==> config.mk <==
export PLATFORM = sky130hd
export DESIGN_NAME = alu_share_arbiter_112
export DESIGN_NICKNAME = d
export VERILOG_FILES = /design/src/rtl/alu_share_arbiter_112.sv
export SDC_FILE = /design/constraint.sdc
export NUM_CORES = 1
export LEC_CHECK = 0
export ABC_AREA = 1
export CORE_MARGIN = 4
export CORE_UTILIZATION = 41
export CTS_CLUSTER_DIAMETER = 80
export DETAILED_ROUTE_END_ITERATION = 7
export PLACE_DENSITY = 0.87
export SETUP_SLACK_MARGIN = 0.15
export SYNTH_ARGS = -nofsm -noshare
export SYNTH_HDL_FRONTEND = slang
export SYNTH_SLANG_ARGS = --single-unit
==> constraint.sdc <==
create_clock -name clk -period 4.46 [get_ports clk]
set_clock_uncertainty 0.1 [all_clocks]
set_input_delay 0.892 -clock clk [delete_from_list [all_inputs] [get_ports clk]]
set_output_delay 0.892 -clock clk [all_outputs]
set_load 0.05 [all_outputs]
==> src/rtl/alu_share_arbiter_112.sv <==
// Purpose : shares one combinational ALU between two requesters with round-robin
//           arbitration and one id-tagged response channel.
// Latency : an op accepted in cycle N has rsp_valid high in cycle N+2; each op takes at least 3 cycles.
// Backpressure: a response is held stable until rsp_ready, and no new request is accepted meanwhile.
//
// Ports:
//   clk, reset                    clock, synchronous active-high reset
//   reqN_valid/ready/a/b/ctr      request handshake and operands, N = 0,1
//   rsp_valid/ready/id            response handshake and owner id
//   rsp_result/zero/overflow      ALU outputs latched at the end of the EXEC cycle
//   alu_a/alu_b/alu_ctr           registered operands to the external ALU
//   alu_result/zero/overflow      combinational ALU outputs
//   grant_cnt0/grant_cnt1         saturating count of accepted ops per requester
//
// Build option: define ALU_ARB_FIXED_PRIO_EN to make requester 0 win every tie.
// Requester 1 can then starve. The default build uses round-robin.

module alu_share_arbiter_112 #(
    parameter int CNT_W = 16
) (
    input  logic             clk,
    input  logic             reset,

    input  logic             req0_valid,
    output logic             req0_ready,
    input  logic [31:0]      req0_a,
    input  logic [31:0]      req0_b,
    input  logic [2:0]       req0_ctr,

    input  logic             req1_valid,
    output logic             req1_ready,
    input  logic [31:0]      req1_a,
    input  logic [31:0]      req1_b,
    input  logic [2:0]       req1_ctr,

    output logic             rsp_valid,
    input  logic             rsp_ready,
    output logic             rsp_id,
    output logic [31:0]      rsp_result,
    output logic             rsp_zero,
    output logic             rsp_overflow,

    output logic [31:0]      alu_a,
    output logic [31:0]      alu_b,
    output logic [2:0]       alu_ctr,
    input  logic [31:0]      alu_result,
    input  logic             alu_zero,
    input  logic             alu_overflow,

    output logic [CNT_W-1:0] grant_cnt0,
    output logic [CNT_W-1:0] grant_cnt1
);

    typedef enum logic [1:0] {
        ST_IDLE = 2'b00,
        ST_EXEC = 2'b01,
        ST_RESP = 2'b10
    } state_e;

    localparam logic [CNT_W-1:0] CNT_ONE = CNT_W'(1);

    state_e           state_q,      state_d;
    logic             last_grant_q, last_grant_d;
    logic [31:0]      op_a_q,       op_a_d;
    logic [31:0]      op_b_q,       op_b_d;
    logic [2:0]       op_ctr_q,     op_ctr_d;
    logic             op_id_q,      op_id_d;
    logic             rsp_valid_q,  rsp_valid_d;
    logic             rsp_id_q,     rsp_id_d;
    logic [31:0]      rsp_result_q, rsp_result_d;
    logic             rsp_zero_q,   rsp_zero_d;
    logic             rsp_ov_q,     rsp_ov_d;
    logic [CNT_W-1:0] cnt0_q,       cnt0_d;
    logic [CNT_W-1:0] cnt1_q,       cnt1_d;

    logic winner;
    logic accept;

    // Winner selection. It only matters when at least one requester is valid.
    always_comb begin
        winner = 1'b0;
        if (req0_valid && req1_valid) begin
`ifdef ALU_ARB_FIXED_PRIO_EN
            winner = 1'b0;
`else
            // The requester that did not win last time gets the tie.
            winner = ~last_grant_q;
`endif
        end else if (req1_valid) begin
            winner = 1'b1;
        end
    end

    assign accept     = (state_q == ST_IDLE) && (req0_valid || req1_valid);
    assign req0_ready = (state_q == ST_IDLE) && req0_valid && !winner;
    assign req1_ready = (state_q == ST_IDLE) && req1_valid &&  winner;

    // Next-state logic for the FSM and all of its registered outputs.
    always_comb begin
        state_d      = state_q;
        last_grant_d = last_grant_q;
        op_a_d       = op_a_q;
        op_b_d       = op_b_q;
        op_ctr_d     = op_ctr_q;
        op_id_d      = op_id_q;
        rsp_valid_d  = rsp_valid_q;
        rsp_id_d     = rsp_id_q;
        rsp_result_d = rsp_result_q;
        rsp_zero_d   = rsp_zero_q;
        rsp_ov_d     = rsp_ov_q;
        cnt0_d       = cnt0_q;
        cnt1_d       = cnt1_q;

        case (state_q)
            ST_IDLE: begin
                if (accept) begin
                    op_a_d       = winner ? req1_a   : req0_a;
                    op_b_d       = winner ? req1_b   : req0_b;
                    op_ctr_d     = winner ? req1_ctr : req0_ctr;
                    op_id_d      = winner;
                    last_grant_d = winner;
                    if (winner) begin
                        if (cnt1_q != '1) cnt1_d = cnt1_q + CNT_ONE;
                    end else begin
                        if (cnt0_q != '1) cnt0_d = cnt0_q + CNT_ONE;
                    end
                    state_d = ST_EXEC;
                end
            end
            ST_EXEC: begin
                // The operand registers have fed the ALU for the whole cycle. Its outputs are settled.
                rsp_result_d = alu_result;
                rsp_zero_d   = alu_zero;
                rsp_ov_d     = alu_overflow;
                rsp_id_d     = op_id_q;
                rsp_valid_d  = 1'b1;
                state_d      = ST_RESP;
            end
            ST_RESP: begin
                // The return to IDLE costs one cycle. This forces a gap between responses.
                if (rsp_ready) begin
                    rsp_valid_d = 1'b0;
                    state_d     = ST_IDLE;
                end
            end
            default: begin
                rsp_valid_d = 1'b0;
                state_d     = ST_IDLE;
            end
        endcase
    end

    always_ff @(posedge clk) begin
        if (reset) begin
            state_q      <= ST_IDLE;
            last_grant_q <= 1'b1;
            op_a_q       <= '0;
            op_b_q       <= '0;
            op_ctr_q     <= '0;
            op_id_q      <= 1'b0;
            rsp_valid_q  <= 1'b0;
            rsp_id_q     <= 1'b0;
            rsp_result_q <= '0;
            rsp_zero_q   <= 1'b0;
            rsp_ov_q     <= 1'b0;
            cnt0_q       <= '0;
            cnt1_q       <= '0;
        end else begin
            state_q      <= state_d;
            last_grant_q <= last_grant_d;
            op_a_q       <= op_a_d;
            op_b_q       <= op_b_d;
            op_ctr_q     <= op_ctr_d;
            op_id_q      <= op_id_d;
            rsp_valid_q  <= rsp_valid_d;
            rsp_id_q     <= rsp_id_d;
            rsp_result_q <= rsp_result_d;
            rsp_zero_q   <= rsp_zero_d;
            rsp_ov_q     <= rsp_ov_d;
            cnt0_q       <= cnt0_d;
            cnt1_q       <= cnt1_d;
        end
    end

    // The operand registers keep the last op's values between ops.
    assign alu_a        = op_a_q;
    assign alu_b        = op_b_q;
    assign alu_ctr      = op_ctr_q;

    assign rsp_valid    = rsp_valid_q;
    assign rsp_id       = rsp_id_q;
    assign rsp_result   = rsp_result_q;
    assign rsp_zero     = rsp_zero_q;
    assign rsp_overflow = rsp_ov_q;

    assign grant_cnt0   = cnt0_q;
    assign grant_cnt1   = cnt1_q;

endmodule
After elaboration in Yosys (flattened, before gate mapping)
Index checks and enable logic that the tools add are counted.

storage, ports and cells
  flip-flop bits (word level) = 139
  input bits = 173
  word-level logic and storage cells = 48

cells by class
  add/subtract/negate cells = 2
  equal/unequal tests = 6
  muxes and demuxes = 10
  bitwise logic cells = 3
  reductions and logical operators = 14

operators by type and width
  cell                                                                   count
  32-bit two-way mux                                                     2
  16-bit by 1-bit adder with 16-bit output, second input constant        2
  16-bit inequality test, second input constant                          2
  4-bit AND reduction                                                    2
  1-bit logical AND                                                      6
  2-bit case mux with 3 select lines                                     1
  2-bit AND reduction                                                    3
  2-bit two-way mux                                                      2
  2-bit inequality test, second input constant                           2
  1-bit two-way mux                                                      3
  3-bit two-way mux                                                      1
  1-bit inverter                                                         3
  1-bit case mux with 3 select lines                                     1
  2-bit by 1-bit equality test with 1-bit output, second input constant  1
  2-bit equality test, second input constant                             1
  2-bit zero test                                                        1
  1-bit zero test                                                        1
  1-bit logical OR                                                       1

Depth between registers and ports, before layout
  depth in word-level cells = 4
  gate-level depth with buffers = 10

Least setup slack after synthesis
Ideal clock, no wire load.

  path type = input to output
  from = in req0_valid
  to = out req1_ready
  arrival time = 1,855 ps
  slack = 1,613 ps
  stages = 4
  path buffers = 1
  path through = nand2_1 nand2_1 nor2_4 clkbuf_1

on the way
  word-level cells in the longest chain between the ends = 3

ends and longest elaborated chain
  what               line  source
  from (decl)        24    input logic req0_valid,
  1-bit logical AND  82    if (req0_valid && req1_valid) begin
  1-bit two-way mux  82
  1-bit logical AND  96    assign req1_ready = (state_q == ST_IDLE) && req1_valid && winner;
  to (decl)          31    output logic req1_ready,

No other way between the ends.

Worst setup path in the final report
  from = in req0_valid
  to = out req0_ready

on the way
  word-level cells in the longest chain between the ends = 4
  elaborated cells on any way between the ends = 5
  classes of those cells = 1 x mux; 4 x reduce/logical

ends and longest elaborated chain
  what                   line  source
  1-bit logical AND      82
  1-bit two-way mux      82
  1-bit zero test        95    assign req0_ready = (state_q == ST_IDLE) && req0_valid && !winner;
  1-bit logical AND (*)  95
  to (decl)              25    output logic req0_ready,

Every way passes the cells marked *; elsewhere a longest branch is shown, timed or not.

==> results_dict.tcl <==
set metrics [dict create \
    drtPass1Iterations 6 \
    cp_slowest_stage_delay_ns 0.48 \
    switching_share 0.334 \
    gr-usage-all-layers 0.249 \
    critPathLaunchType "input pin" \
    clkTransAtPathRegs_ns 0.05 \
    portBuffers 309 \
    ys_types 26 \
    slowest_stage "clkdlybuf4s50_1" \
    grt_max_degree 96 \
    slew_viol_final 0 \
    power.internal_mw 2.59 \
    synth_compound_area_frac 0.166 \
    insertion_delay_ns 0.42 \
    global_route.usage.met2 0.430 \
    finalCriticalPeriod_ns 3.30 \
    cts_num_sinks 139 \
    syn_area_um2 6000 \
    synthesis.nets 1028 \
    critical_path_class "in -> out" \
    seq_area_frac_synth 0.464 \
    ctsHoldBuffers 0 \
    crit_required_ns 3.47 \
    nFillCells 1085 \
    pwr-share-seq 0.365 \
    ys_ff_latch 139 \
    power_leakage_nw 3.74 \
    finalSetupTns_ns 0 \
    vias_per_cell 5.11 \
    drv_cap 0 \
    fmax_mhz 303 \
    power_frac_clock 0.352 \
    synth-simple-area-share 0.290 \
    grtUsageMet3 0.0872 \
    wl_mm 21.3 \
    nNetsFinal 1313 \
    drc 0 \
    grt_pass1_wl_mm 32.8 \
    syn_to_final_growth_pct 62.6 \
    grt_pass1_vias 6510 \
    synthTopCellsByArea "dfxtp_1, nand2_1, nor2_1, o21ai_0, a31oi_1" \
    syn_inst 853 \
    hold_viol 0 \
    power_mw 3.88 \
    htreeDepth 4 \
    grt.overflow.total 0 \
    die_h_um 129 \
    dieArea_um2 16600 \
    place_hpwl_mm 15.4 \
    cts_setup_buffers 0 \
    critPathArrivalTime_ns 2.31 \
    synth.top_cells.by_count "nand2_1, dfxtp_1, nor2_1, o21ai_0, a31oi_1" \
    synth_xor_area_frac 0.0146 \
    critPathMostFrequentCell "nand2_1" \
    rows 43 \
    ios 310 \
    detail-route-antenna-nets 0 \
    synth_async_sr_flop_share 0 \
    yosys_warnings 0 \
    rsz0062_at_grt "no" \
    avgSynthCellArea_um2 7.04 \
    reg2reg_slack_ns 2.06 \
    cp_max_fo 23 \
    clock_path_buffers 2 \
    core_um2 14100 \
    cts-root-buf "clkbuf_16" \
    synth_top_family_by_area "simple AND/OR/NAND/NOR gates" \
    worst_pin_slew_ns 0.972 \
    yosysTopAreaCellShare 0.464 \
    switchingPower_mw 1.30 \
    peakVddDrop_uv 275 \
    yosysMostFrequentCell "nand2_1" \
    cts_buffers 17 \
    cts_tree "done" \
    wire_per_inst_um 16.0 \
    p_per_area_nw_per_um2 398 \
    drt_iter0_markers 471 \
    fin_crit_sh 0.740 \
    comb_power_share 0.283 \
    path_cells "clkdlybuf4s50_1 > nand2_1 > nand2_2 > nand2_1 > inv_1 > buf_12" \
    synth-adder-area-share 0.00417 \
    via_count 6812 \
    layout-drive-gt1-share 0.0487 \
    routabilityCongestion 0.843 \
    slew-limit-headroom 0.348 \
    antenna_found_initial 1 \
    setup_viol 0 \
    busiest_layer "met2" \
    synth-edff-count 0 \
    end_kind "output pin" \
    synthMuxAreaShare 0 \
    die_w_um 129 \
    cts_resized 0 \
    hp-class "reg -> reg" \
    use_met1 0.274 \
    synth_flop_cell "dfxtp_1" \
    synth_top_area_cell "dfxtp_1" \
    status "complete, no violations" \
    start_util 0.426 \
]
## layout by cell type, fill, tap and decap left out, types with 2 or more instances in the layout
| master | instances |
|---|---|
| a21oi_1 | 27 |
| a31oi_1 | 67 |
| buf_12 | 3 |
| buf_4 | 7 |
| clkbuf_1 | 2 |
| clkbuf_16 | 17 |
| clkbuf_8 | 4 |
| clkdlybuf4s50_1 | 307 |
| clkinv_2 | 3 |
| clkinvlp_4 | 4 |
| dfxtp_1 | 139 |
| ha_1 | 2 |
| inv_1 | 31 |
| inv_2 | 2 |
| nand2_1 | 264 |
| nand2_2 | 5 |
| nand3_1 | 24 |
| nand3b_1 | 2 |
| nand4_1 | 8 |
| nor2_1 | 120 |
| nor2_2 | 4 |
| nor2_4 | 4 |
| nor3_1 | 2 |
| o21ai_0 | 87 |
| xnor2_1 | 3 |
| xor2_1 | 7 |
## power by group through the flow
stage	clock network [mW]	registers [mW]	logic, mW
floorplan	0	1.82	0.269
global placement	0	1.44	1.09
detailed placement	0	1.44	1.10
CTS	1.39	1.42	1.10
global route	1.44	1.43	1.16
finish	1.37	1.42	1.10
## metrics by stage
stage / util / instances / setup slack [ns] / instance area, um2 / hold WS, ns
after floorplan: - / 853 / 1.61 / 6000 / 0.329
after detailed placement: 0.651 / 1299 / 1.15 / 9180 / 0.361
after global routing: 0.692 / 1332 / 0.989 / 9760 / 0.419
after global placement: 0.651 / 1299 / 1.15 / 9180 / 0.354
after CTS: 0.692 / 1331 / 1.14 / 9750 / 0.386
final: 0.692 / 1332 / 1.16 / 9760 / 0.380
## per-layer routing
layer / wire [um] / vias to the layer above
met4: 785 / 0
met2: 10700 / 286
met3: 1860 / 55
met5: 0 / -
met1: 7950 / 3096
li1: - / 3375
## flip-flops by register name, summed over array words and instances (netlist names)
| name | cells |
|---|---|
| rsp_id | 1 |
| state_q | 2 |
| rsp_overflow | 1 |
| alu_b | 32 |
| op_id_q | 1 |
| rsp_zero | 1 |
| grant_cnt0 | 16 |
| grant_cnt1 | 16 |
| last_grant_q | 1 |
| alu_ctr | 3 |
| alu_a | 32 |
| rsp_valid | 1 |
| rsp_result | 32 |
## critical path: cells and delay by family
family	cells	cell delay [ns]
and+or+nand+nor	3	0.64
buffers and inverters	3	0.78
## path summary, 6_finish.rpt
check                    start        endpoint  depth (start not counted)
setup / recovery    req0_valid      req0_ready                          6
hold / removal    last_grant_q    last_grant_q                          2
setup reg to reg    state_q[0]  rsp_result[31]                          6
hold reg to reg   last_grant_q    last_grant_q                          2
## cell families (layout without fill, tap and decap cells)
group                      after synthesis  in the layout
AOI/OAI and AO/OA                      182            182
adders and majority gates                2              2
xor gates and xnor gates                10             10
DFF                                    139            139
and+or+nand+nor                        434            434
buffers and inverters                   86            384
other                                    0              1
## area by class of cell
class | instances | area (um2) | share of cell area
timing repair buffer | 317 | 3190 | 0.326
tap | 180 | 225 | 0.0231
inverter | 35 | 133 | 0.0136
multi-input combinational | 628 | 2850 | 0.292
clock inverter | 9 | 87.6 | 0.00898
clock buffer | 23 | 488 | 0.0500
antenna | 1 | 2.50 | 0.000256
sequential | 139 | 2780 | 0.285
Power figures use the tool's default switching activity.
